**config.mk**
```make
export PLATFORM = sky130hd
export DESIGN_NAME = reqack_arbiter_flat
export DESIGN_NICKNAME = d
export VERILOG_FILES = /design/src/rtl/reqack_arbiter_if.sv /design/src/rtl/reqack_arbiter.sv /design/src/flat_wrapper.sv
export SDC_FILE = /design/constraint.sdc
export NUM_CORES = 1
export LEC_CHECK = 0
export ABC_AREA = 1
export BUFFER_PORTS_ARGS = -buffer_cell sky130_fd_sc_hd__clkbuf_2
export CAP_MARGIN = 40
export CORE_MARGIN = 5
export CORE_UTILIZATION = 50
export DETAILED_ROUTE_END_ITERATION = 6
export GPL_ROUTABILITY_DRIVEN = 0
export MAX_ROUTING_LAYER = met4
export PLACE_DENSITY = 0.87
export SETUP_SLACK_MARGIN = 0.1
export SYNTH_ARGS = -nofsm -noshare
export SYNTH_HDL_FRONTEND = slang
export SYNTH_SLANG_ARGS = --single-unit
```
**constraint.sdc**
```tcl
create_clock -name clk -period 3.9 [get_ports clk]
set_input_delay 0.195 -clock clk [delete_from_list [all_inputs] [get_ports clk]]
set_output_delay 0.195 -clock clk [all_outputs]
set_load 0.01 [all_outputs]
```
**src/rtl/reqack_arbiter_if.sv**
```systemverilog
// Handshake bundle for reqack_arbiter.
//   Requester side : src_req, src_data (in); src_done, src_err (out)
//   Channel side   : req, data_a (out); ack_s (in)
//   Status         : busy, grant_id (out)
// Modport slave is the arbiter's view; master is the view of whatever drives requests and acks.
interface reqack_arbiter_if #(
  parameter int unsigned NUM_REQ    = 4,
  parameter int unsigned DATA_WIDTH = 8
);
  localparam int unsigned IdW = $clog2(NUM_REQ);

  logic [NUM_REQ-1:0]            src_req;
  logic [NUM_REQ*DATA_WIDTH-1:0] src_data;
  logic [NUM_REQ-1:0]            src_done;
  logic [NUM_REQ-1:0]            src_err;
  logic                          req;
  logic [DATA_WIDTH-1:0]         data_a;
  logic                          ack_s;
  logic                          busy;
  logic [IdW-1:0]                grant_id;

  modport slave (
    input  src_req, src_data, ack_s,
    output src_done, src_err, req, data_a, busy, grant_id
  );

  modport master (
    output src_req, src_data, ack_s,
    input  src_done, src_err, req, data_a, busy, grant_id
  );
endinterface

```
**src/rtl/reqack_arbiter.sv**
```systemverilog
// Round-robin arbiter sharing one req/ack clock-crossing channel between NUM_REQ requesters.
// A winner's data word is captured into data_a, a single-cycle req pulse is issued, and the
// arbiter waits up to TIMEOUT cycles for ack_s. Completion is reported per requester as a
// one-cycle src_done (acked) or src_err (timed out) pulse. Only one transfer is outstanding.
// Ports:
//   clk    : clock, all logic on rising edge
//   rst_n  : asynchronous active-low reset
//   bus    : reqack_arbiter_if.slave (src_req/src_data/ack_s in; src_done/src_err/req/data_a/
//            busy/grant_id out). All outputs are registered.
module reqack_arbiter #(
  parameter int unsigned NUM_REQ    = 4,
  parameter int unsigned DATA_WIDTH = 8,
  parameter int unsigned TIMEOUT    = 64
) (
  input logic             clk,
  input logic             rst_n,
  reqack_arbiter_if.slave bus
);

  localparam int unsigned IdW  = $clog2(NUM_REQ);
  localparam int unsigned CntW = $clog2(TIMEOUT);
  localparam logic [CntW-1:0] CntLast = CntW'(TIMEOUT - 1);

  typedef enum logic [1:0] {StIdle, StIssue, StWait} state_e;

  state_e                state_q, state_d;
  logic [IdW-1:0]        last_q, last_d;
  logic [IdW-1:0]        grant_q, grant_d;
  logic [DATA_WIDTH-1:0] data_q, data_d;
  logic                  req_q, req_d;
  logic                  busy_q, busy_d;
  logic [NUM_REQ-1:0]    done_q, done_d;
  logic [NUM_REQ-1:0]    err_q, err_d;
  logic [CntW-1:0]       cnt_q, cnt_d;

  // Per-requester data words.
  logic [DATA_WIDTH-1:0] src_words [NUM_REQ];
  for (genvar gi = 0; gi < NUM_REQ; gi++) begin : g_words
    assign src_words[gi] = bus.src_data[gi*DATA_WIDTH +: DATA_WIDTH];
  end

  // Round-robin search: first set request starting at last_q+1, wrapping modulo NUM_REQ.
  // The wrap is a conditional subtract so NUM_REQ need not be a power of two.
  logic           win_found;
  logic [IdW-1:0] win_id;
  logic [IdW:0]   rr_sum;
  logic [IdW-1:0] rr_idx;

  always_comb begin
    win_found = 1'b0;
    win_id    = '0;
    rr_sum    = '0;
    rr_idx    = '0;
    for (int k = 1; k <= int'(NUM_REQ); k++) begin
      rr_sum = {1'b0, last_q} + (IdW+1)'(k);
      if (rr_sum >= (IdW+1)'(NUM_REQ)) begin
        rr_sum = rr_sum - (IdW+1)'(NUM_REQ);
      end
      rr_idx = rr_sum[IdW-1:0];
      if (!win_found && bus.src_req[rr_idx]) begin
        win_found = 1'b1;
        win_id    = rr_idx;
      end
    end
  end

  // Next-state and registered-output logic. data_a and grant_id only change on a grant so the
  // far domain can sample data_a at any time before the next grant.
  always_comb begin
    state_d = state_q;
    last_d  = last_q;
    grant_d = grant_q;
    data_d  = data_q;
    req_d   = 1'b0;
    busy_d  = busy_q;
    done_d  = '0;
    err_d   = '0;
    cnt_d   = cnt_q;

    unique case (state_q)
      StIdle: begin
        if (win_found) begin
          grant_d = win_id;
          data_d  = src_words[win_id];
          req_d   = 1'b1;
          busy_d  = 1'b1;
          state_d = StIssue;
        end
      end
      StIssue: begin
        cnt_d   = '0;
        state_d = StWait;
      end
      StWait: begin
        cnt_d = cnt_q + 1'b1;
        // Ack is checked first so a coincident ack and timeout reports done, not err.
        if (bus.ack_s) begin
          done_d[grant_q] = 1'b1;
          last_d          = grant_q;
          busy_d          = 1'b0;
          state_d         = StIdle;
        end else if (cnt_q == CntLast) begin
          err_d[grant_q] = 1'b1;
          last_d         = grant_q;
          busy_d         = 1'b0;
          state_d        = StIdle;
        end
      end
      default: begin
        state_d = StIdle;
        busy_d  = 1'b0;
      end
    endcase
  end

  always_ff @(posedge clk or negedge rst_n) begin
    if (!rst_n) begin
      state_q <= StIdle;
      last_q  <= IdW'(NUM_REQ - 1);  // first search then starts at index 0
      grant_q <= '0;
      data_q  <= '0;
      req_q   <= 1'b0;
      busy_q  <= 1'b0;
      done_q  <= '0;
      err_q   <= '0;
      cnt_q   <= '0;
    end else begin
      state_q <= state_d;
      last_q  <= last_d;
      grant_q <= grant_d;
      data_q  <= data_d;
      req_q   <= req_d;
      busy_q  <= busy_d;
      done_q  <= done_d;
      err_q   <= err_d;
      cnt_q   <= cnt_d;
    end
  end

  assign bus.req      = req_q;
  assign bus.data_a   = data_q;
  assign bus.busy     = busy_q;
  assign bus.grant_id = grant_q;
  assign bus.src_done = done_q;
  assign bus.src_err  = err_q;

endmodule
```
**src/flat_wrapper.sv**
```systemverilog
// flat-port wrapper written by rule: the top's interface ports become plain ports
module reqack_arbiter_flat 
#(
  parameter int unsigned NUM_REQ    = 4,
  parameter int unsigned DATA_WIDTH = 8,
  parameter int unsigned TIMEOUT    = 64
)
  (clk, rst_n, bus_src_req, bus_src_data, bus_ack_s, bus_src_done, bus_src_err, bus_req, bus_data_a, bus_busy, bus_grant_id);
  reqack_arbiter_if #(.NUM_REQ(NUM_REQ), .DATA_WIDTH(DATA_WIDTH)) bus_i ();
  input logic clk;
  input logic rst_n;
  input wire logic [$bits(bus_i.src_req)-1:0] bus_src_req;
  input wire logic [$bits(bus_i.src_data)-1:0] bus_src_data;
  input wire logic [$bits(bus_i.ack_s)-1:0] bus_ack_s;
  output wire logic [$bits(bus_i.src_done)-1:0] bus_src_done;
  output wire logic [$bits(bus_i.src_err)-1:0] bus_src_err;
  output wire logic [$bits(bus_i.req)-1:0] bus_req;
  output wire logic [$bits(bus_i.data_a)-1:0] bus_data_a;
  output wire logic [$bits(bus_i.busy)-1:0] bus_busy;
  output wire logic [$bits(bus_i.grant_id)-1:0] bus_grant_id;
  assign bus_i.src_req = bus_src_req;
  assign bus_i.src_data = bus_src_data;
  assign bus_i.ack_s = bus_ack_s;
  assign bus_src_done = bus_i.src_done;
  assign bus_src_err = bus_i.src_err;
  assign bus_req = bus_i.req;
  assign bus_data_a = bus_i.data_a;
  assign bus_busy = bus_i.busy;
  assign bus_grant_id = bus_i.grant_id;
  reqack_arbiter #(.NUM_REQ(NUM_REQ), .DATA_WIDTH(DATA_WIDTH), .TIMEOUT(TIMEOUT)) u_core (.clk(clk), .rst_n(rst_n), .bus(bus_i));
endmodule
```
* After elaboration in Yosys (flattened, before gate mapping)
Cells that the tools add are included.
Word-level totals: logic and storage cells 93, bits in latches 0, memory bits (read-only) 0, register bits after elaboration 30, memories kept 0, output and inout bits 20, memory bits (writable) 0, bits of input ports 39
Cells by class: multipliers 0, order comparisons 11, equal/unequal tests 5, bitwise logic cells 2, reduce and logical (&&, ||, !) cells 14, mux-type cells 43, shifts and indexed selects 0, divide/modulo/power cells 0, add/subtract/negate cells 9
Operator list (number):
- $mux 2 | 13
- $mux 4 | 5
- $bmux 8 s2 | 1
- $mux 8 | 2
- $ge 3x3->1 const B | 5
- $lt 2x3->1 const B | 5
- $mux 1 | 14
- $pmux 6 s2 | 1
- $bmux 1 s2 | 4
- $sub 2x1->2 const B | 4
- $add 2x2->3 const B | 2
- $add 6x1->6 const B | 1
- $eq 6x6->1 const B | 1
- $pmux 2 s3 | 1
- $reduce_and 2->1 | 3
- $logic_and 1x1->1 | 4
- $reduce_bool 2->1 | 2
- $add 2x1->3 const B | 1
- $add 2x3->3 const B | 1
- $logic_not 1->1 | 3
- $ne 3x2->1 const B | 1
- $not 2->3 | 1
- $pmux 1 s3 | 1
- $reduce_and 3->1 | 1
- 7 further kinds | 7

* Depth between registers and ports, before layout
Gate-level depths: netlist of the first run.
depth after elaboration 19, mapped depth 17, mapped depth without buffers 15

* Least setup slack after synthesis of the first run
Ideal clock, no wire load.
path type reg2reg, start reg u_core.last_q[0], end reg u_core.data_q[6], in the netlist u_core.bus.data_a[6], buffers on the path 2, stages on the path, launching flop included 15, data arrival time 1.760 ns, data required time 3.775 ns, library setup time 0.125 ns, period minus slack after synthesis 1.885 ns, path slack 2.015 ns, cell sequence dfstp_2 buf_6 inv_6 nand2_2 nand2_1 nand2_1 nand2_2 nor2_8 nand3_4 nand2_4 nand2_4 buf_6 or2_0 nand3_1 nand3_1
Between the ends: cells in the longest elaborated chain, start to end 19, elaborated cells on any way between the ends 43, those cells by class 8 x add/sub; 4 x order compare; 23 x mux; 1 x bitwise; 7 x reduce/logical
RTL lines:
- start: declaration | line reqack_arbiter.sv:27 | logic [IdW-1:0] last_q, last_d;
- start signal: assignment | line reqack_arbiter.sv:119 | last_q <= IdW'(NUM_REQ - 1);
- start signal: assignment | line reqack_arbiter.sv:129 | last_q <= last_d;
- $add 2x1->3 | line reqack_arbiter.sv:55 | rr_sum = {1'b0, last_q} + (IdW+1)'(k);
- $ge 3x3->1 or $sub 2x1->2 (tied branches) | line reqack_arbiter.sv:56, reqack_arbiter.sv:57
- $mux 2 | line reqack_arbiter.sv:56 | if (rr_sum >= (IdW+1)'(NUM_REQ)) begin
- $bmux 1 s2 | line reqack_arbiter.sv:60 | if (!win_found && bus.src_req[rr_idx]) begin
- $mux 1 (implied by the code) | line reqack_arbiter.sv:60
- $mux 1 | line reqack_arbiter.sv:60
- $logic_not 1->1 | line reqack_arbiter.sv:60
- $logic_and 1x1->1 | line reqack_arbiter.sv:60
- [... 2 more ...]
- $logic_and 1x1->1 | line reqack_arbiter.sv:60
- $mux 1 | line reqack_arbiter.sv:60
- $logic_not 1->1 | line reqack_arbiter.sv:60
- $logic_and 1x1->1 | line reqack_arbiter.sv:60
- $mux 2 | line reqack_arbiter.sv:60
- $not 2->3 (implied by the code) | line reqack_arbiter.sv:84 | data_d = src_words[win_id];
- $bmux 8 s2 | line reqack_arbiter.sv:84
- $mux 8 (implied by the code) (2 in a row) | line reqack_arbiter.sv:84
- end signal: assignment | line reqack_arbiter.sv:131 | data_q <= data_d;
- end: declaration | line reqack_arbiter.sv:29 | logic [DATA_WIDTH-1:0] data_q, data_d;
Parallel ways exist; a longest one is shown, timed or not. The select of a mux whose other input is x is not followed. A chain may end at the register's enable or synchronous reset.

* Worst setup path after layout of the first run
start reg u_core.last_q[0], end reg u_core.data_q[1], in the netlist u_core.bus.data_a[1]
Same word-level chain as after synthesis.

==> metrics.yaml, run 1 <==
status: "complete, no violations"
syn_inst: 254
cts_tree: "built"
cap_violations: 0
port_buffers: 58
reg2reg_slack_ns: 1.73
fin_nets: 359
drt_iter0_drc: 95
p_per_area_nw_per_um2: 826.1
crit_type: "reg2reg"
rows: 22
ys_seq_area_share_pct: 40.68
die_h_um: 70.86
yosysWarnings: 0
synthesis.area_um2: 1852
rsz0062_at_grt: "no"
cts.htree.levels: 2
final_cell_mix: "nand2_1, clkbuf_2, inv_1, nand3_1, dfrtp_1"
crit_chain: "inv_6 > nand2_2 > nand2_1 > nand2_1 > nand2_2 > nor2_8 > nand3_4 > nand2_4 > nand2_4 > or2_2 > nand3_1 > nand3_1"
vias: 1792
cp_data_arrival_time_ns: 2.32
grt_pass1_vias: 1730
clk_latency_ns: 0.27
ys_types: 27
finClkSkew_ns: 0.006332
grt_max_degree: 31
layout_commonest_cell: "nand2_1"
clk_path_buf_depth: 2
cts-root-buf: "clkbuf_8"
critPathRequiredTime_ns: 4.05
setup_viol: 0
worstSetupEndpointType: "flop"
diodes: 0
drt-pass1-iter-count: 4
ctsResizeCount: 0
numCtsBuffers: 5
ff2ff_path_depth: 12
core_area_um2: 3633
slew_headroom_pct: 52.40
hpwl_um: 3433
clkSlewWorstSetupHoldPaths_ns: 0.06
crit_path_start: "u_core.last_q[0]"
drv_slew: 0
wl_per_cell_um: 11.91
hold_path.startpoint: "bus_src_data[15]"
r2r-start: "u_core.last_q[0]"
clkSinkCount: 30
r2r-end: "u_core.bus.data_a[1]"
fin_crit_sh_pct: 55.71
grt_pass1_wl_um: 7314
ir_drop_uv: 397.2
drt-total-wl_um: 4334
slowest_stage: "dfstp_2"
initial_core_util_pct: 50.96
antenna_found_initial: 0
max_stage_delay_ns: 0.64
worst_pin_slew_ns: 0.7140
layout-drive-gt1-share_pct: 28.80
startpoint_type: "flop"
finalPower_mw: 1.862
fmax_mhz: 460.3
route.detailed.drc: 0
syn_area_per_cell_um2: 7.290
post-route-min-period_ns: 2.173
ys_seq_elements: 30
fin_setup_tns_ns: 0
endpoint: "u_core.bus.data_a[1]"
die_area_um2: 5020
area_growth_pct: 21.69
ant_nets: 0
gr-total-overflow: 0
grtUsageTotal_pct: 18.35
cp_max_fo: 27
vias_per_cell: 4.923
hold_class: "in2reg"
p_leak_nw: 1.305
syn-num-nets: 297
hold_viol_final: 0
fp.dieW_um: 70.86
ioPinCount: 59
report_power, final:
group          total, mW  internal, mW  switching (mW)
combinational       1.12         0.387           0.737
clock              0.222         0.122          0.0999
sequential         0.516         0.426          0.0892
total               1.86         0.936           0.926
metal layers:
| layer | share of wire (%) | global-route usage, % |
|---|---|---|
| met1 | 42 | 21.86 |
| met2 | 52 | 31.62 |
| met3 | 4.5 | 2.557 |
| met4 | 1.7 | 6.472 |
| met5 | 0 | - |
state kept, by name, summed over array words and instances, names as in the netlist:
signal and count:
u_core.cnt_q 6, u_core.bus.src_done 4, u_core.bus.grant_id 2, u_core.state_q 2
u_core.bus.data_a 8, u_core.last_q 2, u_core.bus.req 1, u_core.bus.src_err 4
u_core.bus.busy 1
cell type report:
| class | count | area [µm²] |
|---|---|---|
| flip-flops and latches | 30 | 753.2 |
| inverters | 41 | 158.9 |
| multi-input cells | 179 | 904.6 |
| clock buffers | 7 | 76.32 |
| repair buffers | 59 | 300.3 |
| fillers | 337 | 1380 |
| well taps | 48 | 60.06 |
how the worst min path moves through the flow:
| stage | to | depth (start not counted) |
|---|---|---|
| 2_1_floorplan | u_core.bus.busy | 0 |
| 3_3_place_gp | u_core.cnt_q[3] | 1 |
| 3_5_place_dp | u_core.cnt_q[3] | 1 |
| 4_1_cts | u_core.bus.data_a[3] | 5 |
| 5_1_grt | u_core.bus.data_a[3] | 5 |
| 6_report | u_core.bus.data_a[7] | 5 |
worst max-delay path, delay by kind of cell, from the launching register on:
family | cells | cell delay, ns
flip-flops | 1 | 0.64
AND/OR/NAND/NOR | 11 | 1.32
buffers and inverters | 1 | 0.07
cells in the mapped netlist, drive strengths merged:
cell	count	share of area [%]
nand2	87	20
inv	40	8.4
nand3	36	10
dfrtp	28	38
nor2	14	4.0
or2	10	3.4
a21oi	9	2.4
nor3	8	2.2
o21ai	8	2.2
buf	4	1.9
ha	4	2.7
dfstp	2	2.8
a211oi	1	0.41
clkinv	1	0.20
nand3b	1	0.41
xor2	1	0.47
cells by family after synthesis:
logic type,count (synthesis),synth area share [%]
AO/OA/AOI/OAI,18,5.000
XOR/XNOR,1,0.4731
adder cells (fa/ha/maj),4,2.703
buffers and inverters,45,10.47
flip-flops,30,40.68
AND/OR/NAND/NOR,156,40.68
timing repair:
| action | 4_1_cts | 5_1_grt |
|---|---|---|
| hold buffers | 1 | 0 |
| buffers inserted | 0 | 0 |
| endpoints found under the setup margin | 0 | 0 |
| hold endpoints to repair | 28 | 0 |
through the flow:
step                      cell area [µm²]  setup slack, ns  instances  hold WS, ns  util, %
final                                2253            1.727        364       0.2572    62.02
after global routing                 2253            1.572        364       0.2584    62.02
after CTS                            2253            1.719        364       0.2479    62.02
after detailed placement             2167            1.733        356       0.2808    59.64
after global placement               2167            1.840        356       0.2752    59.64
after floorplan                      1852            2.015        254      -0.1006        -
No activity file was read; power rests on OpenSTA's default activity.
==> inputs of run 2 (changes only) <==
--- a/config.mk
+++ b/config.mk
@@ -5,11 +5,11 @@
 export SDC_FILE = /design/constraint.sdc
 export NUM_CORES = 1
 export LEC_CHECK = 0
-export ABC_AREA = 1
+export ABC_AREA = 0
 export BUFFER_PORTS_ARGS = -buffer_cell sky130_fd_sc_hd__clkbuf_2
 export CAP_MARGIN = 40
 export CORE_MARGIN = 5
-export CORE_UTILIZATION = 50
+export CORE_UTILIZATION = 48
 export DETAILED_ROUTE_END_ITERATION = 6
 export GPL_ROUTABILITY_DRIVEN = 0
 export MAX_ROUTING_LAYER = met4
==> constraint.sdc (replaced) <==
create_clock -name clk -period 2 [get_ports clk]
set_input_delay 0.1 -clock clk [delete_from_list [all_inputs] [get_ports clk]]
set_output_delay 0.1 -clock clk [all_outputs]
set_load 0.01 [all_outputs]
==> run 2 against run 1 <==
Net effect:
- worst setup slack lost 1.4 ns
- highest routed layer unchanged
- die area shrank 13%
- sequential power grew 82%
==> metrics.yaml, run 2 <==
layout_commonest_cell: "clkbuf_2"
clk_latency_ns: 0.32  # +0.05 ns
drt-pass1-iter-count: 4  # unchanged
slowest_stage: "dfstp_2"
ys_types: 32  # +19%
die_h_um: 66  # -6.9%
numCtsBuffers: 5  # unchanged
route.detailed.drc: 0  # unchanged
startpoint_type: "flop"
synthesis.area_um2: 1505  # -19%
worstSetupEndpointType: "flop"
cts-root-buf: "clkbuf_4"
routedLengthMet1_um: 1320  # -28%
fin_crit_sh_pct: 85.70  # +30 points
ys_seq_area_share_pct: 50.04  # +9.4 points
ioPinCount: 59  # unchanged
cap_violations: 0  # unchanged
wl_per_cell_um: 12.26  # +3.0%
clk_path_buf_depth: 2  # unchanged
rsz0062_at_grt: "no"
ys_top_cells_by_area: "dfrtp_1, mux2i_1, o221ai_1"
vias_per_cell: 5.040  # +2.4%
nFillCells: 255  # -24%
die_area_um2: 4356  # -13%
p_comb_share_pct: 46.2  # -14 points
wl_met3_um: 144  # -25%
cp_max_fo: 17  # -37%
clkPwrFrac_pct: 14.5  # +2.6 points
holdWs_ns: 0.09500  # -0.1622 ns
ys_seq_elements: 30  # unchanged
initial_core_util_pct: 49.71  # -1.3 points
gr-total-overflow: 0  # unchanged
max_stage_delay_ns: 0.55  # -0.09 ns
maxUsedRoutingLayer: "met4"
critPathTopFamily: "flip-flops"
ir_drop_uv: 691.1  # +74%
syn-num-nets: 185  # -38%
drt-total-wl_um: 3066  # -29%
synth.most_common_cell: "dfrtp_1"
slew_headroom_pct: 53.38  # +0.98 points
port_buffers: 58  # unchanged
grtUsageTotal_pct: 15.71  # -2.6 points
ys.flop_type: "dfrtp_1"
worst_pin_slew_ns: 0.6994  # -0.01467 ns
grt_pass1_wl_um: 5092  # -30%
synth_commonest_cells: "dfrtp_1, mux2i_1, nand2_1, nor2_1, o221ai_1"
fin_nets: 249  # -31%
fin_setup_tns_ns: 0  # unchanged
p_per_area_nw_per_um2: 1250  # +51%
ctsResizeCount: 0  # unchanged
dpl.cell_count: 242  # -32%
syn_area_per_cell_um2: 10.60  # +45%
finClkSkew_ns: 0.005646  # -0.0006868 ns
ant_nets: 0  # unchanged
syn_inst: 142  # -44%
yosysWarnings: 0  # unchanged
layout-drive-gt1-share_pct: 36.89  # +8.1 points
design_area_um2: 1914  # -15%
p_int_mw: 1.485  # +59%
setup_viol: 0  # unchanged
fp.dieW_um: 66  # -6.9%
drt_iter0_drc: 69  # -27%
async_reset_ff_share_pct: 100.0  # unchanged
hold_viol_final: 0  # unchanged
drv_slew: 0  # unchanged
rows: 20  # -9.1%
sw_frac_of_total_pct: 37.97  # -12 points
hpwl_um: 2450  # -29%
crit_chain: "nand2b_1 > a21oi_1 > a211oi_4 > buf_12 > mux2i_1 > o221ai_1"
fin_cells: 250  # -31%
diodes: 0  # unchanged
status: "complete, no violations"
clkSinkCount: 30  # unchanged
seq_power_share_pct: 39.3  # +12 points
grt_pass1_vias: 1196  # -31%
vias: 1260  # -30%
synth.top_cell.area_share_pct: 46.55  # +8.7 points
synth_edf_count: 0  # unchanged
clkSlewWorstSetupHoldPaths_ns: 0.08  # +0.02 ns
cts.htree.levels: 2  # unchanged
critPathRequiredTime_ns: 2.19  # -1.86 ns
wl_met2_um: 1540  # -31%
post-synth-top-area-cell: "dfrtp_1"
fmax_mhz: 583.4  # +27%
crit_path_start: "u_core.last_q[0]"
area_growth_pct: 27.18
r2r-start: "u_core.last_q[0]"
core_area_um2: 3028  # -17%
crit_buf_inv: 1  # unchanged
final_cell_mix: "clkbuf_2, dfrtp_1, nand2_1, mux2i_1, nor2_1"
grt_max_degree: 31  # unchanged
power_switching_mw: 0.9088  # -1.8%
largest_reg_flops: 8  # unchanged
post-route-min-period_ns: 1.714  # -0.4586 ns
crit_type: "reg2reg"
hold_path.startpoint: "bus_src_data[12]"
cts_tree: "built"
cp_data_arrival_time_ns: 1.90  # -0.42 ns
p_leak_nw: 0.9679  # -26%
antenna_found_initial: 0  # unchanged
place_area_um2: 1849  # -15%
hold_class: "in2reg"
-- run 2: worst paths after layout --
kind	cells past startpoint	endpoint	slack, ns
worst max-delay path	6	u_core.bus.data_a[6]	0.29
worst max register to register	6	u_core.bus.data_a[6]	0.29
worst min-delay path	3	u_core.bus.data_a[4]	0.09
max in group asynchronous	2	u_core.bus.data_a[1]	1.20
min in group asynchronous	2	u_core.cnt_q[4]	0.35
worst min register to register	2	u_core.bus.data_a[2]	0.50
-- run 2: area by class of cell --
type                            count  area [µm²]  area share, %
Tap cell                           44       55.05          2.876
Multi-Input combinational cell     99       685.7          35.82
Sequential cell                    30       753.2          39.35
Clock buffer                        7       55.05          2.876
Timing Repair Buffer               62       335.3          17.52
Inverter                            8       30.03          1.569
-- run 2: power groups by stage --
stage | clock network [mW] | registers [mW] | logic, mW
after detailed placement | 0 | 0.955 | 1.11
after CTS | 0.361 | 0.944 | 1.12
after floorplan | 0 | 0.989 | 0.736
final | 0.348 | 0.941 | 1.10
after global routing | 0.390 | 0.970 | 1.25
after global placement | 0 | 0.951 | 1.09
-- run 2: through the flow --
stage / setup WS, ns / total power [mW] / util (%)
finish: 0.2860 / 2.394 / 63.22
global route: 0.1249 / 2.606 / 63.22
CTS: 0.2800 / 2.425 / 63.22
detailed placement: 0.3003 / 2.067 / 61.07
global placement: 0.3185 / 2.045 / 61.07
floorplan: 0.3617 / 1.725 / -
-- run 2: per-layer routing --
layer	track usage (%)	vias up
met2	24.66	34
met1	19.35	583
met5	-	-
met4	7.614	0
li1	-	636
met3	3.231	7
-- run 2: logic make-up (layout without fill, tap and decap cells) --
kind of cell    Yosys count  in the layout  synth area share [%]
simple gates             47             47                 14.96
flops                    30             30                 50.04
compound gates           27             27                 12.64
mux                      20             20                 13.55
buf+inv                  13             77                 4.904
fa+ha+maj                 4              4                 3.325
xor+xnor                  1              1                0.5820
-- run 2: worst reg2reg max path, delay by kind of cell, from the launching register on --
| kind | cells | cell delay, ns |
|---|---|---|
| compound gates | 3 | 0.49 |
| buf+inv | 1 | 0.20 |
| flops | 1 | 0.55 |
| mux | 1 | 0.22 |
| simple gates | 1 | 0.12 |
-- run 2: timing repair --
item                                   CTS  global route
setup buffers                            0             0
endpoints found under the hold margin   28             0
hold buffers                             1             0
==> inputs of run 3 (changes only) <==
--- a/config.mk
+++ b/config.mk
@@ -8,6 +8,7 @@
 export ABC_AREA = 0
 export BUFFER_PORTS_ARGS = -buffer_cell sky130_fd_sc_hd__clkbuf_2
 export CAP_MARGIN = 40
+export CORE_ASPECT_RATIO = 0.6
 export CORE_MARGIN = 5
 export CORE_UTILIZATION = 48
 export DETAILED_ROUTE_END_ITERATION = 6
==> run 3 against run 2 <==
Net effect:
- via count rose by 3.4%
- hold slack improved by 0.043 ns
- non-clock buffer count rose by 1
- maximum frequency fell by 2.0%
- critical path depth fell by 1
- largest cell class unchanged
- sequential power rose by 0.7%
- highest routed layer unchanged
- sequential share of layout area fell by 1.0 points
- final cell count did not move
- clock skew rose by 0.0074 ns
- critical endpoint is now u_core.bus.src_err[0]
- core utilization rose by 3.4 points
- clock power rose by 81%
==> metrics.yaml, run 3 (same netlist as run 2, synthesis figures left out) <==
slew_headroom_pct: 51.96  # -1.4 points
worstSetupEndpointType: "flop"
critPathRequiredTime_ns: 2.20  # about the same
largest_reg_flops: 8  # unchanged
place_ws_ns: 0.1780  # -0.1223 ns
grt_max_degree: 31  # unchanged
worst_pin_slew_ns: 0.7206  # +0.02122 ns
fp.dieW_um: 82.30  # +25%
ant_nets: 0  # unchanged
wl_per_cell_um: 15.12  # +23%
antenna_found_initial: 0  # unchanged
post-route-min-period_ns: 1.749  # +0.03531 ns
initial_core_util_pct: 51.08  # +1.4 points
cts_tree: "built"
p_leak_nw: 0.9954  # +2.8%
fin_crit_sh_pct: 87.46  # +1.8 points
route.detailed.drc: 0  # unchanged
design_area_um2: 1964  # +2.6%
fmax_mhz: 571.7  # -2.0%
layout_commonest_cell: "clkbuf_2"
fin_util_pct: 66.67  # +3.4 points
gr-total-overflow: 0  # unchanged
finalPower_mw: 2.716  # +13%
max_stage_delay_ns: 0.61  # +0.06 ns
crit_path_start: "u_core.state_q[0]"
hpwl_um: 2953  # +21%
clkSinkCount: 30  # unchanged
core_area_um2: 2947  # -2.7%
cts.htree.levels: 2  # unchanged
cts-root-buf: "clkbuf_8"
cp_max_fo: 6  # -11
final_cell_mix: "clkbuf_2, dfrtp_1, nand2_1, mux2i_1, nor2_1"
die_area_um2: 4393  # +0.84%
drt_iter0_drc: 73  # +5.8%
layout-drive-gt1-share_pct: 37.50  # +0.61 points
grtUsageTotal_pct: 18.80  # +3.1 points
cp_data_arrival_time_ns: 1.95  # +0.05 ns
clk_latency_ns: 0.29  # -0.03 ns
holdWs_ns: 0.1375  # +0.04250 ns
r2r-start: "u_core.state_q[0]"
fin_cells: 250  # unchanged
drt-pass1-iter-count: 4  # unchanged
grt_pass1_vias: 1231  # +2.9%
setup_viol: 0  # unchanged
rsz0062_at_grt: "yes"
cpMostUsedCell: "inv_1"
rows: 15  # -25%
p_per_area_nw_per_um2: 1382  # +11%
die_h_um: 53.38  # -19%
diodes: 0  # unchanged
numCtsBuffers: 5  # unchanged
hold_path.startpoint: "bus_src_data[9]"
port_buffers: 58  # unchanged
clkSlewWorstSetupHoldPaths_ns: 0.06  # -0.02 ns
place_area_um2: 1827  # -1.2%
drt-total-wl_um: 3780  # +23%
ir_drop_uv: 809.1  # +17%
grt_pass1_wl_um: 5830  # +14%
nFillCells: 255  # unchanged
vias_per_cell: 5.212  # +3.4%
hold_class: "in2reg"
slowest_stage: "or4_1"
vias: 1303  # +3.4%
area_growth_pct: 30.51
fin_setup_tns_ns: 0  # unchanged
cap_violations: 0  # unchanged
startpoint_type: "flop"
drv_slew: 0  # unchanged
hold_viol_final: 0  # unchanged
clk_path_buf_depth: 2  # unchanged
dpl.cell_count: 240  # -0.83%
crit_type: "reg2reg"
status: "complete, no violations"
ioPinCount: 59  # unchanged
finClkSkew_ns: 0.01305  # +0.007402 ns
fin_nets: 250  # +0.40%
crit_chain: "inv_1 > ha_1 > inv_1 > or4_1 > nor3_1"
timing.final.ws_setup_ns: 0.2507  # -0.03531 ns
-- run 3: layer usage --
layer | vias to the layer above | GRT usage [%] | share of wire [%]
met5 | - | - | 0
met3 | 7 | 5.272 | 6.5
met2 | 48 | 28.59 | 49
met4 | 0 | 7.459 | 1.4
met1 | 614 | 23.74 | 43
li1 | 634 | - | -
-- run 3: critical path: cells and delay by family, from the launching register on --
kind / cells / cell delay [ns]
buffers and inverters: 2 / 0.24
DFF: 1 / 0.39
and+or+nand+nor: 2 / 0.77
adders and majority gates: 1 / 0.28
-- run 3: worst paths after layout --
path	slack (ns)	end	depth (start not counted)
setup / recovery	0.25	u_core.bus.src_err[0]	5
min in group asynchronous	0.40	u_core.cnt_q[3]	2
setup reg to reg	0.25	u_core.bus.src_err[0]	5
max in group asynchronous	1.13	u_core.cnt_q[0]	2
hold reg to reg	0.49	u_core.bus.data_a[7]	2
hold / removal	0.14	u_core.bus.data_a[1]	3
-- run 3: final cells by class --
type                       instances  area, µm²  share of cell area, %
sequential                        30      753.2                  38.34
multi-input combinational         99      678.2                  34.52
timing repair buffer              63      334.1                  17.01
clock buffer                       7      86.33                  4.395
tap                               42      52.55                  2.675
clock inverter                     1      30.03                  1.529
inverter                           8      30.03                  1.529
-- run 3: repair_timing --
action | in CTS | in global routing
gates resized for setup | 0 | 3
hold buffers | 1 | 0
setup buffers | 0 | 0
endpoints found under the hold margin | 28 | 0
endpoints found under the setup margin | 0 | 8
-- run 3: report_power, final --
part	total (mW)	leakage (nW)	internal, mW	switching (mW)
combinational	1.14	0.550	0.503	0.634
sequential	0.948	0.387	0.806	0.142
clock	0.630	0.0585	0.406	0.225
